===== src/rtl/bcd_pkg.sv =====
// Shared constants, FSM state type and the double-dabble digit adjust.
package bcd_pkg;

  localparam int unsigned BIN_W  = 16;
  localparam int unsigned BCD_W  = 20;
  localparam int unsigned DIGITS = 5;

  typedef enum logic [1:0] {
    IDLE      = 2'd0,
    CONVERT   = 2'd1,
    WRITEBACK = 2'd2
  } state_t;

  // Add 3 to every BCD digit that is 5 or more, ahead of the next left shift.
  function automatic logic [BCD_W-1:0] dabble_adjust(input logic [BCD_W-1:0] a);
    logic [BCD_W-1:0] r;
    r = a;
    for (int unsigned d = 0; d < DIGITS; d++) begin
      if (r[d*4 +: 4] >= 4'd5) r[d*4 +: 4] = r[d*4 +: 4] + 4'd3;
    end
    return r;
  endfunction

endpackage


===== src/rtl/bcd_dabble_engine.sv =====
// Iterative binary-to-BCD engine: one add-3/shift step per cycle, 16 steps.
module bcd_dabble_engine
  import bcd_pkg::*;
(
  input  logic             clk,
  input  logic             reset,
  input  logic             start,
  input  logic [BIN_W-1:0] bin,
  output logic             eng_done,
  output logic [BCD_W-1:0] bcd
);

  logic [BCD_W-1:0] acc;
  logic [BCD_W-1:0] adj;
  logic [BIN_W-1:0] shreg;
  logic [4:0]       iter;

  // Digit correction applied to the accumulator before each shift.
  always_comb begin
    adj = dabble_adjust(acc);
  end

  // Load on start, then iterate until the counter runs out; eng_done pulses on the last step.
  always_ff @(posedge clk or negedge reset) begin
    if (!reset) begin
      acc      <= '0;
      shreg    <= '0;
      iter     <= '0;
      eng_done <= 1'b0;
    end else begin
      eng_done <= 1'b0;
      if (start) begin
        acc   <= '0;
        shreg <= bin;
        iter  <= 5'(BIN_W);
      end else if (iter != 5'd0) begin
        // Top adjusted bit is always 0 for a 16-bit input, so dropping it is safe.
        acc   <= BCD_W'({adj, shreg[BIN_W-1]});
        shreg <= {shreg[BIN_W-2:0], 1'b0};
        iter  <= iter - 5'd1;
        if (iter == 5'd1) eng_done <= 1'b1;
      end
    end
  end

  assign bcd = acc;

endmodule


===== src/rtl/bcd_convert_arbiter.sv =====
// Round-robin arbiter sharing one double-dabble engine between CHANNELS requesters.
module bcd_convert_arbiter
  import bcd_pkg::*;
#(
  parameter int CHANNELS = 4
) (
  input  logic                      clk,
  input  logic                      reset,
  input  logic [CHANNELS-1:0]       req,
  input  logic [16*CHANNELS-1:0]    req_data,
  output logic [CHANNELS-1:0]       ack,
  output logic [CHANNELS-1:0]       done,
  output logic [20*CHANNELS-1:0]    bcd_out,
  output logic                      busy,
  output logic [2:0]                cur_id
);

  state_t             state;
  logic [2:0]         ptr;
  logic [2:0]         next_ptr;
  logic               hi_found, lo_found, grant_valid;
  logic [2:0]         hi_id, lo_id, grant_id;
  logic [CHANNELS-1:0] grant_oh, cur_oh;
  logic [BIN_W-1:0]   eng_bin;
  logic               eng_start, eng_done;
  logic [BCD_W-1:0]   eng_bcd;

  // Round-robin search: lowest request at or above ptr, else lowest below it.
  always_comb begin
    hi_found = 1'b0;
    lo_found = 1'b0;
    hi_id    = '0;
    lo_id    = '0;
    for (int unsigned j = 0; j < CHANNELS; j++) begin
      if (req[j]) begin
        if (j >= 32'(ptr)) begin
          if (!hi_found) begin
            hi_found = 1'b1;
            hi_id    = 3'(j);
          end
        end else if (!lo_found) begin
          lo_found = 1'b1;
          lo_id    = 3'(j);
        end
      end
    end
    grant_valid = hi_found | lo_found;
    grant_id    = hi_found ? hi_id : lo_id;
  end

  // One-hot decodes of the grant and current channel, plus the engine data mux.
  always_comb begin
    grant_oh = '0;
    cur_oh   = '0;
    eng_bin  = '0;
    for (int unsigned j = 0; j < CHANNELS; j++) begin
      if (grant_id == 3'(j)) begin
        grant_oh[j] = 1'b1;
        eng_bin     = req_data[16*j +: 16];
      end
      if (cur_id == 3'(j)) cur_oh[j] = 1'b1;
    end
  end

  assign eng_start = grant_valid && (state == IDLE || state == WRITEBACK);
  assign next_ptr  = (32'(cur_id) == 32'(CHANNELS - 1)) ? 3'd0 : cur_id + 3'd1;
  assign busy      = (state != IDLE);

  bcd_dabble_engine u_engine (
    .clk      (clk),
    .reset    (reset),
    .start    (eng_start),
    .bin      (eng_bin),
    .eng_done (eng_done),
    .bcd      (eng_bcd)
  );

  // Arbiter FSM with registered ack/done pulses, pointer and result registers.
  // Result write, done pulse and pointer update happen on the edge that enters
  // WRITEBACK; WRITEBACK itself may grant again so back-to-back work runs every 18 cycles.
  always_ff @(posedge clk or negedge reset) begin
    if (!reset) begin
      state   <= IDLE;
      ptr     <= '0;
      cur_id  <= '0;
      ack     <= '0;
      done    <= '0;
      bcd_out <= '0;
    end else begin
      ack  <= '0;
      done <= '0;
      case (state)
        IDLE: begin
          if (grant_valid) begin
            state  <= CONVERT;
            cur_id <= grant_id;
            ack    <= grant_oh;
          end
        end
        CONVERT: begin
          if (eng_done) begin
            state <= WRITEBACK;
            done  <= cur_oh;
            ptr   <= next_ptr;
            for (int unsigned j = 0; j < CHANNELS; j++) begin
              if (cur_oh[j]) bcd_out[20*j +: 20] <= eng_bcd;
            end
          end
        end
        WRITEBACK: begin
          if (grant_valid) begin
            state  <= CONVERT;
            cur_id <= grant_id;
            ack    <= grant_oh;
          end else begin
            state  <= IDLE;
            cur_id <= '0;
          end
        end
        default: state <= IDLE;
      endcase
    end
  end

endmodule


===== config.mk =====
export PLATFORM = sky130hd
export DESIGN_NAME = bcd_convert_arbiter
export DESIGN_NICKNAME = d
export VERILOG_FILES = /design/src/rtl/bcd_pkg.sv /design/src/rtl/bcd_dabble_engine.sv /design/src/rtl/bcd_convert_arbiter.sv
export SDC_FILE = /design/constraint.sdc
export NUM_CORES = 1
export LEC_CHECK = 0
export CELL_PAD_IN_SITES_DETAIL_PLACEMENT = 1
export CELL_PAD_IN_SITES_GLOBAL_PLACEMENT = 1
export CORE_UTILIZATION = 38
export CTS_CLUSTER_DIAMETER = 50
export CTS_CLUSTER_SIZE = 30
export DETAILED_ROUTE_END_ITERATION = 10
export GPL_TIMING_DRIVEN = 0
export MAX_ROUTING_LAYER = met4
export PLACE_DENSITY_LB_ADDON = 0.1
export REMOVE_ABC_BUFFERS = 1
export SYNTH_ARGS = -nofsm -noshare
export SYNTH_HDL_FRONTEND = slang
export SYNTH_SLANG_ARGS = --single-unit

===== constraint.sdc =====
create_clock -name clk -period 2.05 [get_ports clk]
set_clock_uncertainty 0.2 [all_clocks]
set_input_delay 0.205 -clock clk [delete_from_list [all_inputs] [get_ports clk]]
set_output_delay 0.205 -clock clk [all_outputs]
set_load 0.02 [all_outputs]

==> run_results.csv <==
group,metric,value,unit
setup_path,endpoint_kind,"output pin",
setup_path,critical_path_class,"reg -> out",
power_and_ir_drop,ir_worst_vdd,0.735,mV
power_and_ir_drop,internal_power,8.11,mW
logic_synthesis,synthSimpleGateAreaFrac,0.121,
place,finalWeightedCongestion,0.808,
status,run_status,"completed",
global_routing,grt_max_degree,72,
clock_network,clkTransAtPathRegs,0.06,ns
global_routing,grt_pass1_wl,29300,microns
timing,setup_violations,0,
drt,via_count,5163,
power_and_ir_drop,seq_power_share,0.333,
timing,slew_headroom,0.408,
logic_synthesis,synth.mux.area_fraction,0.102,
drt,first_iter_violations,209,
flow_run,maxCapViolations,0,
drt,route.detailed.wl_per_inst,18.6,microns
timing,finalHoldViolCount,0,
floorplanning,core,16100,sq um
logic_synthesis,ys.flop_type,"dfrtp_1",
final_layout,diodes,0,
min_path,hold_class,"in -> async",
logic_synthesis,yosysWarnings,0,
setup_path,worstPathArrival,1.58,ns
clock_network,cts.sinks,136,
place,port_buffers,160,
timing,final.min_clock_period,1.99,ns
power_and_ir_drop,powerDensity,1470,nW/um^2
floorplanning,dieArea,17100,sq um
setup_path,critPathLaunchType,"flip-flop",
final_layout,nets,851,
clock_network,h-tree-depth,4,
global_routing,gr-usage-all-layers,0.233,
logic_synthesis,ys_ff_latch,136,
power_and_ir_drop,swShare,0.383,
floorplanning,initial_utilization,0.393,
logic_synthesis,syn-cell-area,6310,sq um
drt,remaining_drc_errors,0,
timing,final_max_slew_viol_count,0,
place,post-place-ws,-1.01,ns
final_layout,final_cell_mix,"157 x clkdlybuf4s50_1, 134 x dfrtp_1, 91 x nand2_1",
power_and_ir_drop,p_clk_frac,0.229,
clock_network,root_buffer,"clkbuf_16",
logic_synthesis,synth_top_family_by_area,"compound AO/OA/AOI/OAI gates",
place,post_dp_cell_area,8050,sq um
clock_network,clk_latency,0.42,ns
logic_synthesis,synth_compound_area_frac,0.154,
drt,viasPerCell,5.20,
timing,finalCritPeriodShare,0.969,
final_layout,drive_above_1_share,0.169,
timing,worst_pin_slew,0.887,ns
global_routing,antenna_found_initial,0,
drt,antenna_left,0,
logic_synthesis,synth-edff-count,0,
logic_synthesis,async_reset_ff_frac,1.00,
place,dp_hpwl,12100,microns
setup_path,cp_max_fo,7,
final_layout,final_common_cell,"clkdlybuf4s50_1",
logic_synthesis,synth_xor_area_frac,0.00971,
global_routing,grt_pass1_vias,5450,
global_routing,overflow,0,
power_and_ir_drop,power_leakage,4.00,nW
timing,fin_setup_tns,0,ns
final_layout,syn_to_final_growth,41.3,%
timing,setup_ws,0.0626,ns
drt,firstDrtPassIters,4,
floorplanning,die_y,131,microns
final_layout,design_area,8920,sq um
setup_path,cpPeakStageDelay,0.48,ns
clock_network,cts_tree,"done",
logic_synthesis,synth.distinct_cells,46,
timing,hold_ws,0.141,ns
clock_network,cts_made_buffers,17,
timing,rsz0062_at_grt,"yes",
power_and_ir_drop,combPwrFrac,0.438,
setup_path,path_cells,"or2_2, dlygate4sd2_1",
setup_path,cp.required,1.64,ns
logic_synthesis,avgSynthCellArea,10.5,sq um
logic_synthesis,yosys.area_share.adder,0.0337,
floorplanning,rows,46,
logic_synthesis,synth_cells,601,
clock_network,clockBufferDepth,2,
timing,max_freq,0.503,GHz
logic_synthesis,synth-seq-area-share,0.539,
floorplanning,io_pins,162,
drt,totalWireLength,18500,microns
floorplanning,die_w,131,microns
power_and_ir_drop,p_switching,5.04,mW
setup_path,critPathSlowestCell,"dfrtp_1",
==> registers in the layout (all words and copies together), names as in the netlist <==
signal,cells
ptr,2
done,4
state,2
u_engine.shreg,16
u_engine.eng_done,1
u_engine.bcd,20
bcd_out,80
cur_id,2
ack,4
u_engine.iter,5
==> worst max-delay path, delay by kind of cell, from the launching register on <==
| kind | cells | cell delay, ns |
|---|---|---|
| buffers and inverters | 1 | 0.33 |
| DFF | 1 | 0.48 |
| and+or+nand+nor | 1 | 0.35 |
==> through the flow <==
step                std cells   util  power (mW)
finish                    993  0.555        13.2
global route              993  0.555        14.0
CTS                       989  0.549        13.1
detailed placement        942  0.501        9.70
global placement          941  0.499        9.40
floorplan                 565      -        7.46
==> power by group through the flow <==
stage | Sequential (mW) | Combinational (mW) | Clock [mW]
floorplan | 4.79 | 2.67 | 0
global placement | 4.33 | 5.08 | 0
detailed placement | 4.39 | 5.31 | 0
CTS | 4.37 | 5.62 | 3.07
global route | 4.52 | 6.29 | 3.18
finish | 4.38 | 5.76 | 3.02
==> cell families (layout without fill, tap and decap cells) <==
group | after synthesis | after routing
flip-flops | 136 | 136
buffers and inverters | 58 | 230
adder cells (fa/ha/maj) | 17 | 17
multiplexers | 59 | 59
XOR/XNOR | 7 | 7
AO/OA/AOI/OAI | 154 | 154
other | 1 | 1
AND/OR/NAND/NOR | 169 | 173
==> per-layer routing <==
layer | track usage | part of all wire | vias to the layer above
met3 | 0.0346 | 0.032 | 19
li1 | - | - | 2422
met5 | - | 0 | -
met2 | 0.389 | 0.51 | 121
met4 | 0.0744 | 0.013 | 0
met1 | 0.291 | 0.45 | 2601
==> final timing paths <==
path / depth (start not counted) / end / slack (ns) / from
setup / recovery: 2 / busy / 0.06 / state[0]
hold / removal: 2 / bcd_out[58] / 0.14 / reset
setup reg to reg: 7 / u_engine.iter[0] / 0.07 / u_engine.iter[0]
hold reg to reg: 2 / bcd_out[20] / 0.28 / bcd_out[20]
max in group asynchronous: 3 / ptr[0] / 0.72 / reset
min in group clk: 3 / u_engine.shreg[2] / 0.23 / req_data[2]
==> repair_timing <==
item,in CTS,in global routing
pin swaps,3,2
hold endpoints to repair,65,0
hold buffers,1,0
cloned,3,1
endpoints found under the setup margin,131,99
buffers inserted,11,3
gates resized for setup,21,22
==> layout make-up <==
cell class	count	area, sq um
clock buffer	21	460
clock inverter	11	123
fill	1717	7140
inverter	22	82.6
multi-input combinational	411	2820
sequential	136	3410
tap	216	270
timing repair buffer	176	1760
==> cells in the mapped netlist, types with 4 or more instances <==
cell type  instances  area [sq um]
dfrtp_1          136          3400
a211oi_1          10          75.1
ha_1              17           213
o21ai_1            5          25.0
o21ai_0           60           300
and3_1             5          31.3
nand2_1           98           368
a221oi_1           8          70.1
a311oi_1           4          35.0
nand2b_1           6          37.5
o211ai_1           4          30.0
clkbuf_1          17          63.8
o31ai_1            4          30.0
o2bb2ai_1          4          35.0
nor3b_1            4          30.0
mux2_2            42           473
nor2_1            20          75.1
a21oi_1           25           125
o22ai_1            5          31.3
nand3_1           16          80.1
a21o_1             9          67.6
nor2b_1            7          43.8
o21a_1             4          30.0
inv_1             22          82.6
buf_2             17          85.1
mux2i_1           17           170
xnor2_1            7          61.3
(Power assumes the default switching activity.)
